`src/rtl/timer_pkg.sv`:
```
// Shared definitions for the machine-timer bus master and the timer responder it drives.
// Latency: not applicable (types, constants and small helpers only).
// Backpressure: not applicable.
package timer_pkg;

    // Command encodings on req_op.
    typedef enum logic [1:0] {
        OP_RD_MTIME    = 2'd0,
        OP_RD_MTIMECMP = 2'd1,
        OP_WR_MTIMECMP = 2'd2,
        OP_WR_MTIME    = 2'd3
    } op_e;

    // Default responder word addresses (lo/hi pairs).
    localparam logic [31:0] DEF_MTIME_ADDR      = 32'h0020bff8;
    localparam logic [31:0] DEF_MTIME_ADDR_H    = 32'h0020bffc;
    localparam logic [31:0] DEF_MTIMECMP_ADDR   = 32'h00204000;
    localparam logic [31:0] DEF_MTIMECMP_ADDR_H = 32'h00204004;

    // Low-word guard written first when updating mtimecmp: parks the
    // compare value at or above its final target while hi is changed.
    localparam logic [31:0] MTIMECMP_GUARD = 32'hffffffff;

    typedef enum logic [3:0] {
        ST_IDLE   = 4'd0,
        ST_RD_H1  = 4'd1,
        ST_RD_L   = 4'd2,
        ST_RD_H2  = 4'd3,
        ST_RD_CHK = 4'd4,
        ST_WR_1   = 4'd5,
        ST_WR_2   = 4'd6,
        ST_WR_3   = 4'd7,
        ST_RESP   = 4'd8
    } state_e;

    function automatic logic op_is_write(input op_e op);
        return op[1];
    endfunction

    function automatic logic op_is_cmp(input op_e op);
        return (op == OP_RD_MTIMECMP) || (op == OP_WR_MTIMECMP);
    endfunction

endpackage

```
`src/rtl/timer_bus_master.sv`:
```
// Turns one 64-bit mtime/mtimecmp command into tear-free 32-bit bus word sequences.
// Latency: accept->resp_valid 5 cycles for reads (+4 per hi retry), 4 cycles for writes.
// Backpressure: req_ready only in IDLE; resp has no backpressure; bus has no wait states.
//
// Ports:
//   clock, reset        synchronous active-high reset
//   req_valid/req_ready command handshake; req_op selects access, req_wdata is the write value
//   resp_valid          one-cycle completion pulse; resp_rdata/resp_err hold until next accept
//   readEnable/writeEnable/writeByteEnable/address/writeData  bus request (Moore, from state)
//   readData            responder data, valid the cycle after readEnable
module timer_bus_master
    import timer_pkg::*;
#(
    parameter int                      DATA_WIDTH      = 32,
    parameter int                      ADDRESS_BITS    = 32,
    parameter logic [ADDRESS_BITS-1:0] MTIME_ADDR      = ADDRESS_BITS'(DEF_MTIME_ADDR),
    parameter logic [ADDRESS_BITS-1:0] MTIME_ADDR_H    = ADDRESS_BITS'(DEF_MTIME_ADDR_H),
    parameter logic [ADDRESS_BITS-1:0] MTIMECMP_ADDR   = ADDRESS_BITS'(DEF_MTIMECMP_ADDR),
    parameter logic [ADDRESS_BITS-1:0] MTIMECMP_ADDR_H = ADDRESS_BITS'(DEF_MTIMECMP_ADDR_H),
    parameter int                      MAX_RETRY       = 3
) (
    input  logic                    clock,
    input  logic                    reset,
    input  logic                    req_valid,
    output logic                    req_ready,
    input  logic [1:0]              req_op,
    input  logic [63:0]             req_wdata,
    output logic                    resp_valid,
    output logic [63:0]             resp_rdata,
    output logic                    resp_err,
    output logic                    readEnable,
    output logic                    writeEnable,
    output logic [3:0]              writeByteEnable,
    output logic [ADDRESS_BITS-1:0] address,
    output logic [DATA_WIDTH-1:0]   writeData,
    input  logic [DATA_WIDTH-1:0]   readData
);

    localparam int RETRY_W = $clog2(MAX_RETRY + 1);

    state_e              state_q;
    state_e              state_d;
    op_e                 op_q;
    logic [63:0]         wdata_q;
    logic [31:0]         hi1_q;
    logic [31:0]         lo_q;
    logic [RETRY_W-1:0]  retry_q;

    logic                    accept;
    logic                    hi_match;
    logic                    retry_left;
    logic [ADDRESS_BITS-1:0] addr_lo;
    logic [ADDRESS_BITS-1:0] addr_hi;
    logic [31:0]             lo_guard;

    assign req_ready  = (state_q == ST_IDLE) && !reset;
    assign accept     = req_valid && req_ready;
    assign resp_valid = (state_q == ST_RESP) && !reset;

    // In RD_CHK the responder is returning the second hi read.
    assign hi_match   = (readData == hi1_q);
    assign retry_left = (retry_q < RETRY_W'(MAX_RETRY));

    assign addr_lo  = op_is_cmp(op_q) ? MTIMECMP_ADDR   : MTIME_ADDR;
    assign addr_hi  = op_is_cmp(op_q) ? MTIMECMP_ADDR_H : MTIME_ADDR_H;
    // mtime gets a zero guard so the low word cannot carry into hi between writes.
    assign lo_guard = (op_q == OP_WR_MTIMECMP) ? MTIMECMP_GUARD : 32'h0;

    always_ff @(posedge clock) begin
        if (reset) begin
            state_q <= ST_IDLE;
        end else begin
            state_q <= state_d;
        end
    end

    always_comb begin
        state_d = state_q;
        case (state_q)
            ST_IDLE: begin
                if (accept) begin
                    state_d = op_is_write(op_e'(req_op)) ? ST_WR_1 : ST_RD_H1;
                end
            end
            ST_RD_H1:  state_d = ST_RD_L;
            ST_RD_L:   state_d = ST_RD_H2;
            ST_RD_H2:  state_d = ST_RD_CHK;
            ST_RD_CHK: state_d = (hi_match || !retry_left) ? ST_RESP : ST_RD_H1;
            ST_WR_1:   state_d = ST_WR_2;
            ST_WR_2:   state_d = ST_WR_3;
            ST_WR_3:   state_d = ST_RESP;
            ST_RESP:   state_d = ST_IDLE;
            default:   state_d = ST_IDLE;
        endcase
    end

    // Bus request decoded from the state register only; reset forces it quiet.
    always_comb begin
        readEnable  = 1'b0;
        writeEnable = 1'b0;
        address     = '0;
        writeData   = '0;
        case (state_q)
            ST_RD_H1, ST_RD_H2: begin
                readEnable = 1'b1;
                address    = addr_hi;
            end
            ST_RD_L: begin
                readEnable = 1'b1;
                address    = addr_lo;
            end
            ST_WR_1: begin
                writeEnable = 1'b1;
                address     = addr_lo;
                writeData   = lo_guard;
            end
            ST_WR_2: begin
                writeEnable = 1'b1;
                address     = addr_hi;
                writeData   = wdata_q[63:32];
            end
            ST_WR_3: begin
                writeEnable = 1'b1;
                address     = addr_lo;
                writeData   = wdata_q[31:0];
            end
            default: ;
        endcase
        if (reset) begin
            readEnable  = 1'b0;
            writeEnable = 1'b0;
            address     = '0;
            writeData   = '0;
        end
    end

    assign writeByteEnable = writeEnable ? 4'hf : 4'h0;

    always_ff @(posedge clock) begin
        if (reset) begin
            op_q       <= OP_RD_MTIME;
            wdata_q    <= '0;
            hi1_q      <= '0;
            lo_q       <= '0;
            retry_q    <= '0;
            resp_rdata <= '0;
            resp_err   <= 1'b0;
        end else begin
            case (state_q)
                ST_IDLE: begin
                    if (accept) begin
                        op_q       <= op_e'(req_op);
                        wdata_q    <= req_wdata;
                        retry_q    <= '0;
                        resp_rdata <= '0;
                        resp_err   <= 1'b0;
                    end
                end
                ST_RD_L:  hi1_q <= readData;
                ST_RD_H2: lo_q  <= readData;
                ST_RD_CHK: begin
                    if (hi_match) begin
                        resp_rdata <= {hi1_q, lo_q};
                    end else if (retry_left) begin
                        retry_q <= retry_q + RETRY_W'(1);
                    end else begin
                        // Out of retries: report the latest hi with the lo read beside it.
                        resp_err   <= 1'b1;
                        resp_rdata <= {readData, lo_q};
                    end
                end
                ST_WR_3:  resp_rdata <= '0;
                default: ;
            endcase
        end
    end

endmodule

```
`config.mk`:
```
export PLATFORM = sky130hd
export DESIGN_NAME = timer_bus_master
export DESIGN_NICKNAME = d
export VERILOG_FILES = /design/src/rtl/timer_pkg.sv /design/src/rtl/timer_bus_master.sv
export SDC_FILE = /design/constraint.sdc
export NUM_CORES = 1
export LEC_CHECK = 0
export CORE_AREA = 5 5 141 143
export CTS_CLUSTER_DIAMETER = 100
export DETAILED_ROUTE_END_ITERATION = 12
export DIE_AREA = 0 0 146 148
export GPL_TIMING_DRIVEN = 0
export PLACE_DENSITY_LB_ADDON = 0.05
export SLEW_MARGIN = 5
export SYNTH_ARGS = -nofsm -noshare
export SYNTH_HDL_FRONTEND = slang
export SYNTH_SLANG_ARGS = --single-unit
```
`constraint.sdc`:
```
create_clock -name clock -period 2.26 [get_ports clock]
set_input_delay 0.452 -clock clock [delete_from_list [all_inputs] [get_ports clock]]
set_output_delay 0.452 -clock clock [all_outputs]
set_load 0.1 [all_outputs]
```
# After elaboration in Yosys (flattened, before gate mapping)
# Index checks and enable logic that the tools add are counted.
[word_totals]
register_bits = 201
inputBits = 101
[classes]
addsub = 1
order_cmp = 1
n_eq_ne = 16
n_mux = 28
reduce_logical = 18
[op_table]
columns = ["op", "n"]
rows = [
  ["2-to-1 mux 64 bit", 3],
  ["case mux 64 bit (3 select lines)", 1],
  ["2-to-1 mux 32 bit", 3],
  ["case mux 32 bit (3 select lines)", 1],
  ["case mux 22 bit (2 select lines)", 1],
  ["equality test 32 bit", 1],
  ["2-to-1 mux 16 bit", 2],
  ["case mux 4 bit (8 select lines)", 1],
  ["equality test 4 x 3 -> 1 bit, second input constant", 4],
  ["2-to-1 mux 4 bit", 3],
  ["OR reduction 3 bit", 4],
  ["equality test 4 x 2 -> 1 bit, second input constant", 2],
  ["!= test 2 bit, second input constant", 4],
  ["AND reduction 4 bit", 2],
  ["2-to-1 mux 1 bit", 7],
  ["2-to-1 mux 2 bit", 3],
  ["equality test 4 x 1 -> 1 bit, second input constant", 1],
  ["equality test 4 bit, second input constant", 1],
  ["zero test 4 bit", 1],
  ["case mux 2 bit (2 select lines)", 1],
  ["logical AND 1 bit", 3],
  ["2-to-1 mux 3 bit", 1],
  ["!= test 3 bit, second input constant", 1],
  ["AND reduction 3 bit", 1],
  ["10 further kinds", 12],
]

# Longest topological paths before layout
[logic_depth]
depth_word = 5
depth_mapped = 9

# Worst setup path before layout
# OpenSTA, ideal clock, no wires.
[synth_timing]
kind = "input-to-output"
from = "in reset"
to = "out resp_valid"
arrival_ns = 3.896
required_time_ns = 1.808
setup_slack_ns = -2.088
path_stages = 3
cell_sequence = "buf_6 > clkbuf_1 > nor4b_1"
[synth_between]
elab_chain_cells = 2
[synth_rtl]
columns = ["item", "line_no", "text"]
rows = [
  ["start: declaration", "timer_bus_master.sv:23", "input logic reset,"],
  ["zero test 1 bit", "timer_bus_master.sv:58", "assign resp_valid = (state_q == ST_RESP) && !reset;"],
  ["logical AND 1 bit", "timer_bus_master.sv:58", ""],
  ["end: declaration", "timer_bus_master.sv:28", "output logic resp_valid,"],
]
# Every way passes these cells.

# Final worst setup path
[layout_timing]
from = "reg state_q[1]"
to = "out writeByteEnable[2]"
[layout_between]
elab_chain_cells = 5
word_cells_on_any_way = 7
cone_classes = "eq/ne (3); mux (3); reduce/logical (1)"
[layout_rtl]
columns = ["item", "line_no", "text"]
rows = [
  ["start: declaration", "timer_bus_master.sv:41", "state_e state_q;"],
  ["start signal: assignment", "timer_bus_master.sv:73", "state_q <= state_d;"],
  ["equality test 4 x 3 -> 1 bit", "timer_bus_master.sv:103", "case (state_q)"],
  ["OR reduction 3 bit (no line) *", "n/a", ""],
  ["2-to-1 mux 1 bit *", "timer_bus_master.sv:103", ""],
  ["2-to-1 mux 1 bit *", "timer_bus_master.sv:129", "if (reset) begin"],
  ["2-to-1 mux 4 bit *", "timer_bus_master.sv:137", "assign writeByteEnable = writeEnable ? 4'hf : 4'h0;"],
  ["end: declaration", "timer_bus_master.sv:33", "output logic [3:0] writeByteEnable,"],
]
# Every way passes the cells marked *; elsewhere a longest branch is shown, timed or not.

==> metrics <==
overall power=roughly 0.011 W; Flop pwr share=around 37%; dpl hpwl=about 19000 um; Synth top area share=between 40% and 50%; DRC violations left=0; FMAX=391 MHz; vias in the first global route=around 8400; DR WL/cell=approximately 18 um; maxcap violations=0; Reg clk slew, reported paths=roughly 0.06 ns; Rows=50; Mapped Avg Cell Area=around 8.0 um2; drt via density=approximately 5.3; pre-CTS WS=-1.44 ns; GP Congestion=between 0.8 and 0.9; total iterations of the first detailed-routing run=5; placed cells=around 1600; final hold slack=around 0.30 ns; GRT Total Usage=between 20% and 30%; Post-synth EDFFs=0; fin nets=~1500; cell with the most instances after synthesis=nand2_1; initial antenna violation count=1; Util after Layout=about three quarters; Num CTS Buffers=22; Die Width=around 150 um; WL final=28800 um; CP Max Fanout=5; Synth area leader=dfxtp_1; Final Skew=between 0.01 and 0.015 ns; sequential area share after synthesis=approximately 46%; Post-Synthesis Cell Area=approximately 8700 um2; Synth async-reset ratio=0%; grt ovf=0; DR iter-0 viols=between 500 and 600; Worst Min Path Start=readData[7]; minimum clock period=about 2.6 ns; Top FF cell, synth=dfxtp_1; CTS HTree Levels=1; Clock Sinks=201; share of layout cells above drive strength 1=between 20% and 30%; type of the worst setup path=flop to output port; worst setup margin=-0.299 ns; Die Area=approximately 22000 um2; Startpoint Class=flop; FF-to-FF End=resp_rdata[59]; layout filler cell count=1375; hold path depth=3; Static Leakage=5.51 nW; R2R cell count=8; r2r setup slk=0.07 ns; Non-Filler Instances=around 1600; worst slew pin tran=1.00 ns; Synth Instances=~1100; # setup viols final=50; Fin. Hold Viols=0; Critical Path AT=~2.1 ns; Die H=roughly 150 um; PortBufs=between 200 and 250; largest net degree at the start of global routing=14; CP endpoint kind=output port; PD cells=782 nW/um2; footprint of the multi-input gates=4400 um2; register area=just over 4000 um2; TritonCTS clock tree=done; Clock Tree Buf Depth=3; Max-Slew Margin vs Limit=33.5%; combinational power share=approximately a quarter; Synth top cells by count=301 x nand2_1, 201 x dfxtp_1, 132 x a21oi_1, 67 x nand3_1, 62 x clkbuf_1; unique cell type count in the Yosys netlist=47; worst skew pair latency=0.51 ns; Initial Util=between 40% and 50%; outcome=finished with violations; Clock Power Share=37.4%; hold crit path type=input port to flop; Max Slew Vio Count=0; failing checks=setup timing; Core ar.=roughly 18000 um2; VDD IR max=around 580 uV; first-pass GRT wire length=between 40000 and 50000 um; n_diodes=0; Top Ports=approximately 240; Yosys warnings=0; Int Pwr=about 0.0072 W; Hold Path Sink=hi1_q[7]; root buf cell=clkbuf_16; via count=~8700; WP data required=approximately 1.8 ns; Sw Pwr=roughly 0.0034 W; Post-DRT Antenna Nets=0; Seq cells post-synth=roughly 200; leading post-synthesis cells by cell area=dfxtp_1 46%, nand2_1 13%, a21oi_1 7.6%; unrepaired setup endpoints after global routing=yes; period utilization=113%; Reg2Reg Launch Point=state_q[0]; Sw Share=around 32%; P&R area growth vs syn=55.8%
==> layout make-up <==
class / count / area share (%)
timing repair buffer: 256 / 21.3
tap: 234 / 2.16
clock buffer: 32 / 4.85
multi-input combinational: 735 / 32.4
buffer: 125 / 7.34
inverter: 38 / 1.11
clock inverter: 8 / 1.14
sequential: 201 / 29.7
==> flip-flops by register name (all words and copies together), names as in the netlist <==
signal	count
hi1_q	32
op_q	2
resp_rdata	64
resp_err	1
wdata_q	64
state_q	4
retry_q	2
lo_q	32
==> layout by cell type, fill, tap and decap left out, types with 7 or more instances in the layout <==
cell,n
o32ai_1,33
a21oi_4,26
a22oi_2,25
dlymetal6s2s_1,16
a22oi_1,7
a21oi_1,99
clkbuf_16,27
nand3_1,67
nor2_1,7
xor2_1,32
clkbuf_8,16
conb_1,17
buf_6,31
nand2_1,297
dfxtp_1,197
inv_1,36
o21ai_1,30
nand4_1,32
dlygate4sd2_1,69
buf_12,45
buf_4,58
clkdlybuf4s50_1,78
clkbuf_1,50
buf_2,10
a21oi_2,7
==> power groups by stage <==
| stage | combinational (W) | sequential (W) | clock, W |
|---|---|---|---|
| after floorplan | 0.00164 | 0.00409 | 0 |
| after global placement | 0.00238 | 0.00402 | 0 |
| after detailed placement | 0.00240 | 0.00402 | 0 |
| after CTS | 0.00258 | 0.00396 | 0.00402 |
| after global routing | 0.00283 | 0.00400 | 0.00419 |
| final | 0.00267 | 0.00397 | 0.00397 |
==> cell families after synthesis <==
group	after synthesis	synth area share (%)
AOI/OAI and AO/OA	241	16.8
and+or+nand+nor	440	22.8
buffers and inverters	166	10.4
adders and majority gates	2	0.287
other	1	0.0430
muxes	1	0.129
DFF	201	46.1
xor gates and xnor gates	34	3.42
==> worst max path at each step <==
| stage | startpoint | to | cells past startpoint | slack [ns] |
|---|---|---|---|---|
| after floorplan | state_q[1] | writeByteEnable[0] | 8 | -0.75 |
| after global placement | state_q[3] | writeData[13] | 8 | -1.40 |
| after detailed placement | state_q[3] | writeData[17] | 8 | -1.44 |
| after CTS | state_q[0] | writeByteEnable[2] | 9 | -0.34 |
| after global routing | state_q[1] | writeByteEnable[2] | 8 | -0.37 |
| final | state_q[1] | writeByteEnable[2] | 8 | -0.30 |
==> metal layers <==
metal	GRT usage, %	wire length (um)
met1	34.1	12700
met2	40.4	13300
met3	5.12	2130
met4	7.24	792
met5	0	7
==> timing repair <==
action / 4_1_cts / 5_1_grt
pin swaps: 52 / 16
gates resized for setup: 608 / 48
buffers inserted: 26 / 6
cloned: 2 / 2
setup endpoints to repair: 166 / 149
hold buffers: 0 / 0
==> worst max-delay path, cell delays in order (launching register included) <==
cell,delay (ns)
dfxtp_4,0.36
or2_4,0.27
nand2_4,0.08
clkinvlp_4,0.10
nand2_4,0.11
clkbuf_16,0.15
clkinvlp_4,0.19
buf_12,0.19
buf_12,0.15
==> stage by stage <==
| step | cell area (um2) | setup TNS (ns) |
|---|---|---|
| after floorplan | 9200 | -16.00 |
| after global placement | 11700 | -104.20 |
| after detailed placement | 11700 | -106.25 |
| after CTS | 13400 | -11.10 |
| after global routing | 13600 | -13.76 |
| final | 13600 | -9.58 |
No activity file was read; power rests on OpenSTA's default activity.
